File: src/rtl/password_enroll.sv
// password_enroll
//
// Enrollment front end for the switch-operated lock. The user types a new
// 4-digit code, types it again to confirm, and the code is stored only when
// both entries match exactly. The stored code is published to the lock checker.
//
// Parameters:
//   HOLD_CYCLES  - number of cycles the SAVED / ERR result screens stay up (>= 1)
//   DEFAULT_CODE - code loaded at reset, digit 0 in the most significant nibble
//
// Ports:
//   clk          - system clock, rising edge
//   rst          - asynchronous active-low reset
//   enroll_start - one-cycle pulse requesting (or restarting) enrollment
//   key_pulse    - debounced one-shot key pulses, bit n = digit n
//   code0..code3 - stored code digits, code0 entered first
//   code_update  - one-cycle pulse in the first cycle a new code is visible
//   busy         - high whenever the block is not idle
//   HEX0..HEX4   - active-low 7-segment patterns (gfedcba)
module password_enroll #(
    parameter int unsigned HOLD_CYCLES  = 5,
    parameter logic [15:0] DEFAULT_CODE = {4'd8, 4'd5, 4'd2, 4'd1}
) (
    input  logic       clk,
    input  logic       rst,
    input  logic       enroll_start,
    input  logic [9:0] key_pulse,
    output logic [3:0] code0,
    output logic [3:0] code1,
    output logic [3:0] code2,
    output logic [3:0] code3,
    output logic       code_update,
    output logic       busy,
    output logic [6:0] HEX0,
    output logic [6:0] HEX1,
    output logic [6:0] HEX2,
    output logic [6:0] HEX3,
    output logic [6:0] HEX4
);

    typedef enum logic [2:0] {IDLE, ENTER, CONFIRM, SAVED, ERR} state_t;

    localparam logic [6:0] SEG_DASH  = 7'b0111111;
    localparam logic [6:0] SEG_BLANK = 7'b1111111;
    localparam logic [6:0] SEG_E     = 7'b0000110;
    localparam logic [6:0] SEG_C     = 7'b1000110;
    localparam logic [6:0] SEG_D     = 7'b0100001;
    localparam logic [6:0] SEG_O_UP  = 7'b1000000;
    localparam logic [6:0] SEG_N     = 7'b1001000;
    localparam logic [6:0] SEG_R     = 7'b0101111;
    localparam logic [6:0] SEG_O_LO  = 7'b0100011;

    localparam logic [27:0] HOLD_LAST = 28'(HOLD_CYCLES - 1);

    state_t          state, state_n;
    logic [1:0]      idx, idx_n;
    logic [3:0][3:0] stage, stage_n;
    logic [27:0]     hold, hold_n;
    logic            commit;
    logic            key_valid, key_invalid;
    logic [3:0]      key_digit;
    logic [34:0]     hex_q, hex_n;

    // Classify the key bus: exactly one bit is a digit, more than one is a
    // fumbled press that aborts the enrollment.
    always_comb begin
        key_valid   = $onehot(key_pulse);
        key_invalid = (key_pulse != 10'd0) && !key_valid;
        key_digit   = 4'd0;
        for (int i = 0; i < 10; i++) begin
            if (key_pulse[i]) key_digit = 4'(i);
        end
    end

    // Next-state logic. A restart request in ENTER/CONFIRM wins over any key
    // arriving on the same cycle; the result screens ignore all inputs.
    always_comb begin
        state_n = state;
        idx_n   = idx;
        stage_n = stage;
        hold_n  = '0;
        commit  = 1'b0;
        case (state)
            IDLE: begin
                if (enroll_start) begin
                    state_n = ENTER;
                    idx_n   = 2'd0;
                end
            end
            ENTER: begin
                if (enroll_start) begin
                    state_n = ENTER;
                    idx_n   = 2'd0;
                end else if (key_valid) begin
                    stage_n[idx] = key_digit;
                    idx_n        = idx + 2'd1;
                    if (idx == 2'd3) state_n = CONFIRM;
                end else if (key_invalid) begin
                    state_n = ERR;
                    idx_n   = 2'd0;
                end
            end
            CONFIRM: begin
                if (enroll_start) begin
                    state_n = ENTER;
                    idx_n   = 2'd0;
                end else if (key_valid && key_digit == stage[idx]) begin
                    idx_n = idx + 2'd1;
                    if (idx == 2'd3) begin
                        state_n = SAVED;
                        commit  = 1'b1;
                    end
                end else if (key_valid || key_invalid) begin
                    state_n = ERR;
                    idx_n   = 2'd0;
                end
            end
            SAVED, ERR: begin
                hold_n = hold + 28'd1;
                if (hold == HOLD_LAST) begin
                    state_n = IDLE;
                    idx_n   = 2'd0;
                    hold_n  = '0;
                end
            end
            default: begin
                state_n = IDLE;
                idx_n   = 2'd0;
            end
        endcase
    end

    // Display decode for the upcoming state, so the registered segments track
    // state and idx with no extra cycle of lag. HEX3 shows digit position 0.
    always_comb begin
        hex_n = {5{SEG_DASH}};
        case (state_n)
            ENTER, CONFIRM: begin
                hex_n[34:28] = (state_n == ENTER) ? SEG_E : SEG_C;
                for (int p = 0; p < 4; p++) begin
                    hex_n[(3 - p) * 7 +: 7] = (2'(p) < idx_n) ? SEG_DASH : SEG_BLANK;
                end
            end
            SAVED:   hex_n = {SEG_BLANK, SEG_D, SEG_O_UP, SEG_N, SEG_E};
            ERR:     hex_n = {SEG_E, SEG_R, SEG_R, SEG_O_LO, SEG_R};
            default: hex_n = {5{SEG_DASH}};
        endcase
    end

    // State and all outputs are registered; the code only changes on commit.
    always_ff @(posedge clk or negedge rst) begin
        if (!rst) begin
            state       <= IDLE;
            idx         <= 2'd0;
            stage       <= '0;
            hold        <= '0;
            code0       <= DEFAULT_CODE[15:12];
            code1       <= DEFAULT_CODE[11:8];
            code2       <= DEFAULT_CODE[7:4];
            code3       <= DEFAULT_CODE[3:0];
            code_update <= 1'b0;
            busy        <= 1'b0;
            hex_q       <= {5{SEG_DASH}};
        end else begin
            state       <= state_n;
            idx         <= idx_n;
            stage       <= stage_n;
            hold        <= hold_n;
            code_update <= commit;
            busy        <= (state_n != IDLE);
            hex_q       <= hex_n;
            if (commit) begin
                code0 <= stage[0];
                code1 <= stage[1];
                code2 <= stage[2];
                code3 <= stage[3];
            end
        end
    end

    assign HEX4 = hex_q[34:28];
    assign HEX3 = hex_q[27:21];
    assign HEX2 = hex_q[20:14];
    assign HEX1 = hex_q[13:7];
    assign HEX0 = hex_q[6:0];

endmodule

File: config.mk
export PLATFORM = sky130hd
export DESIGN_NAME = password_enroll
export DESIGN_NICKNAME = d
export VERILOG_FILES = /design/src/rtl/password_enroll.sv
export SDC_FILE = /design/constraint.sdc
export NUM_CORES = 1
export LEC_CHECK = 0
export BUFFER_PORTS_ARGS = -buffer_cell sky130_fd_sc_hd__buf_2
export CAP_MARGIN = 20
export CORE_MARGIN = 5
export CORE_UTILIZATION = 50
export DETAILED_ROUTE_END_ITERATION = 8
export PLACE_DENSITY = 0.72
export SLEW_MARGIN = 5
export SYNTH_ARGS = -nofsm -noshare
export SYNTH_HDL_FRONTEND = slang
export SYNTH_SLANG_ARGS = --single-unit
File: constraint.sdc
create_clock -name clk -period 6.7 [get_ports clk]
set_input_delay 0.67 -clock clk [delete_from_list [all_inputs] [get_ports clk]]
set_output_delay 0.67 -clock clk [all_outputs]
set_load 0.1 [all_outputs]
==> impl_results.md <==
- Die Span Y: just under 100 µm
- Mapped Area: ~0.004 mm²
- Setup crit end kind: flop
- Initial core utilization: between 50% and 60%
- RR Startpoint: idx[0]$_DFF_PN0_
- Setup bufs post-CTS: 0
- Worst-path fanout max: 17
- First-pass GRT wire length: about 14000 µm
- Max IR drop VDD: about 0.21 mV
- Core area: 0.00777 mm²
- Vias per inst: 5.31
- Die width: roughly 99 µm
- Ratio of final minimum period to clock period: 73.0%
- Mapped Cells: between 300 and 400
- Max-cap violations: 0
- Unrepaired setup endpoints after global routing: no
- Die area: approximately 0.0099 mm²
- Syn avg cell area: 10.5 µm²
- Met3 Usage GRT: 4.56%
- Max Fclk: between 0.2 and 0.25 GHz
- Site Rows: 32
- Met2 Track Usage GR: approximately 27%
- Antenna Nets Post-Route: 0
- Pins Over Slew Limit: 0
- Cts hold-fix bufs: 0
- Diode count: 0
- Largest net degree at the start of global routing: a little under 80
- R2R cell count: 6
- Post-synthesis register bit count: 76
- Post-DP HPWL: 5370 µm
- Fin crit period: 4890 ps
- Largest area contributor in the netlist: dfrtp_1
- Depth of the CTS H-tree: 3
- Post-route DRC violation count: 0
- Crit path arrival time: a little over 5000 ps
- Vias in the first global route: about 3000
- Sequential area share after synthesis: ~48%
- Layer with the highest usage: met2
- Status: completed
- Most frequent cell after synthesis: dfrtp_1
- Via count: ~2800
- Initial antenna violation count: 0
- FF-to-FF End: code2[0]$_DFFE_PN0P_
- PortBufs: a little under 60
- # clock sinks: 76
- Drt pass-1 iters: 4
- WL/cell: about 14 µm
- WP data required: just under 7000 ps
- Final hold vios: 0
- Inserted Clock Buffers: 9
- Worst skew pair latency: between 300 and 400 ps
- Skew final: approximately 10 ps
- Reg clk slew, reported paths: approximately 70 ps
- Synth unique cells: 54
- PwrDens: 336 mW/mm²
- HP Class: in2async
- Grt total ovfl: 0
- Worst slew pin tran: between 900 and 1000 ps
- Most instantiated cells after synthesis: dfrtp_1, nor2_1, nand2_1
- Initial DRC Count: between 80 and 90
- Area grow syn2layout: 11.6%
- Layout cells sized above 1: about 25%
- Ys flop type: dfrtp_1
- CTS tree: built
- # IOs: 66
- Async set or reset register ratio after synthesis: 100%
- Min Hold Slack: between 400 and 500 ps
- Startpoint types: input pin
- Reg2reg setup slack: around 3500 ps
- RePlAce Congestion: around 0.84
- Setup CP Type: in2reg
- Post-Route WL: around 7500 µm
- Yosys warnings: 0
- Setup TNS: 0 ps
- Max-slew headroom: 38.1%
- Net count, final: 450
- GRT Resource Usage Total: 16.7%
- Number of flops mapped to enable cells by yosys: 0
- Pleak: 2.09 nW
- Synth top area share: 41.9%
- Met1 Track Usage GR: a little over a fifth
- Resized cells post-CTS: 0
- Synth area leaders: dfrtp_1, dfstp_2, buf_4, nor2_1, nand2_1
- Clk root buf: clkbuf_8
- Setup Viol. Count Final: 0
- Clk buf depth: 2
## metal layers
layer  wire length, µm  vias up
li1                  -     1362
met1              3360     1367
met2              3530       70
met3               508       12
met4                91        0
met5                 0        -
## state kept, by name, indices dropped and copies added, names as in the netlist
name	count
busy	1
code0	4
code1	4
code2	4
code3	4
code_update	1
hex_q	9
hold	28
idx	2
stage	16
state	3
## placed cells by master, fill, tap and decap left out, types with 10 or more instances in the layout
cell type	count
a21oi_1	13
nand2_1	34
dfrtp_1	67
nor2_1	36
clkbuf_8	11
mux2_2	10
buf_2	58
inv_1	24
o21ai_0	22
xor2_1	11
mux2_1	10
## per-stage QoR
stage	instances	power, mW	area, µm²	setup slack, ps	utilization [%]
2_1_floorplan	385	1.01	4020	2070	-
3_3_place_gp	513	1.07	4220	1580	54.3
3_5_place_dp	513	1.08	4220	1430	54.3
4_1_cts	529	1.52	4470	1790	57.5
5_1_grt	529	1.58	4470	1440	57.5
6_report	529	1.50	4470	1810	57.5
## critical path, cell delays in order
cell and delay (ps):
buf_2 140, fa_1 510, fa_1 500, inv_1 50, fa_1 420, inv_1 70
ha_1 170, inv_1 60, fa_1 370, a2111oi_0 430, o211ai_1 250, a2111oi_2 350
and4_1 720, mux2_2 410
## layout make-up
type / instances / area, µm²
Clock buffer: 12 / 155
Clock inverter: 4 / 95.1
Fill cell: 697 / 3300
Inverter: 24 / 90.1
Multi-Input combinational cell: 251 / 1780
Sequential cell: 76 / 1910
Tap cell: 102 / 128
Timing Repair Buffer: 60 / 305
## cell families (layout without fill, tap and decap cells)
group / Yosys count / in the layout / share of synthesized area, %
other: 1 / 6 / 0.0937
DFF: 76 / 76 / 47.8
AOI/OAI and AO/OA: 58 / 58 / 8.97
adders and majority gates: 15 / 15 / 5.81
xor gates and xnor gates: 21 / 21 / 4.78
muxes: 24 / 24 / 7.97
and+or+nand+nor: 127 / 127 / 16.4
buffers and inverters: 58 / 100 / 8.19
## where the power goes
part,leakage [nW],switching (mW),internal [mW],total (mW)
registers,1.02,0.0305,0.503,0.534
logic,0.945,0.430,0.103,0.534
clock network,0.127,0.167,0.268,0.434
total,2.09,0.628,0.874,1.50
## how the worst max path moves through the flow
stage / depth (start not counted) / endpoint / slack [ps] / startpoint
2_1_floorplan: 15 / code0[2]$_DFFE_PN0P_ / 2070 / key_pulse[0]
3_3_place_gp: 14 / code3[2]$_DFFE_PN0P_ / 1580 / key_pulse[0]
3_5_place_dp: 14 / code2[2]$_DFFE_PN0P_ / 1430 / key_pulse[5]
4_1_cts: 14 / code2[0]$_DFFE_PN0P_ / 1790 / key_pulse[5]
5_1_grt: 14 / code2[0]$_DFFE_PN0P_ / 1440 / key_pulse[5]
6_report: 14 / code2[0]$_DFFE_PN0P_ / 1810 / key_pulse[5]
Note: power is estimated with default switching activity, not from simulation.
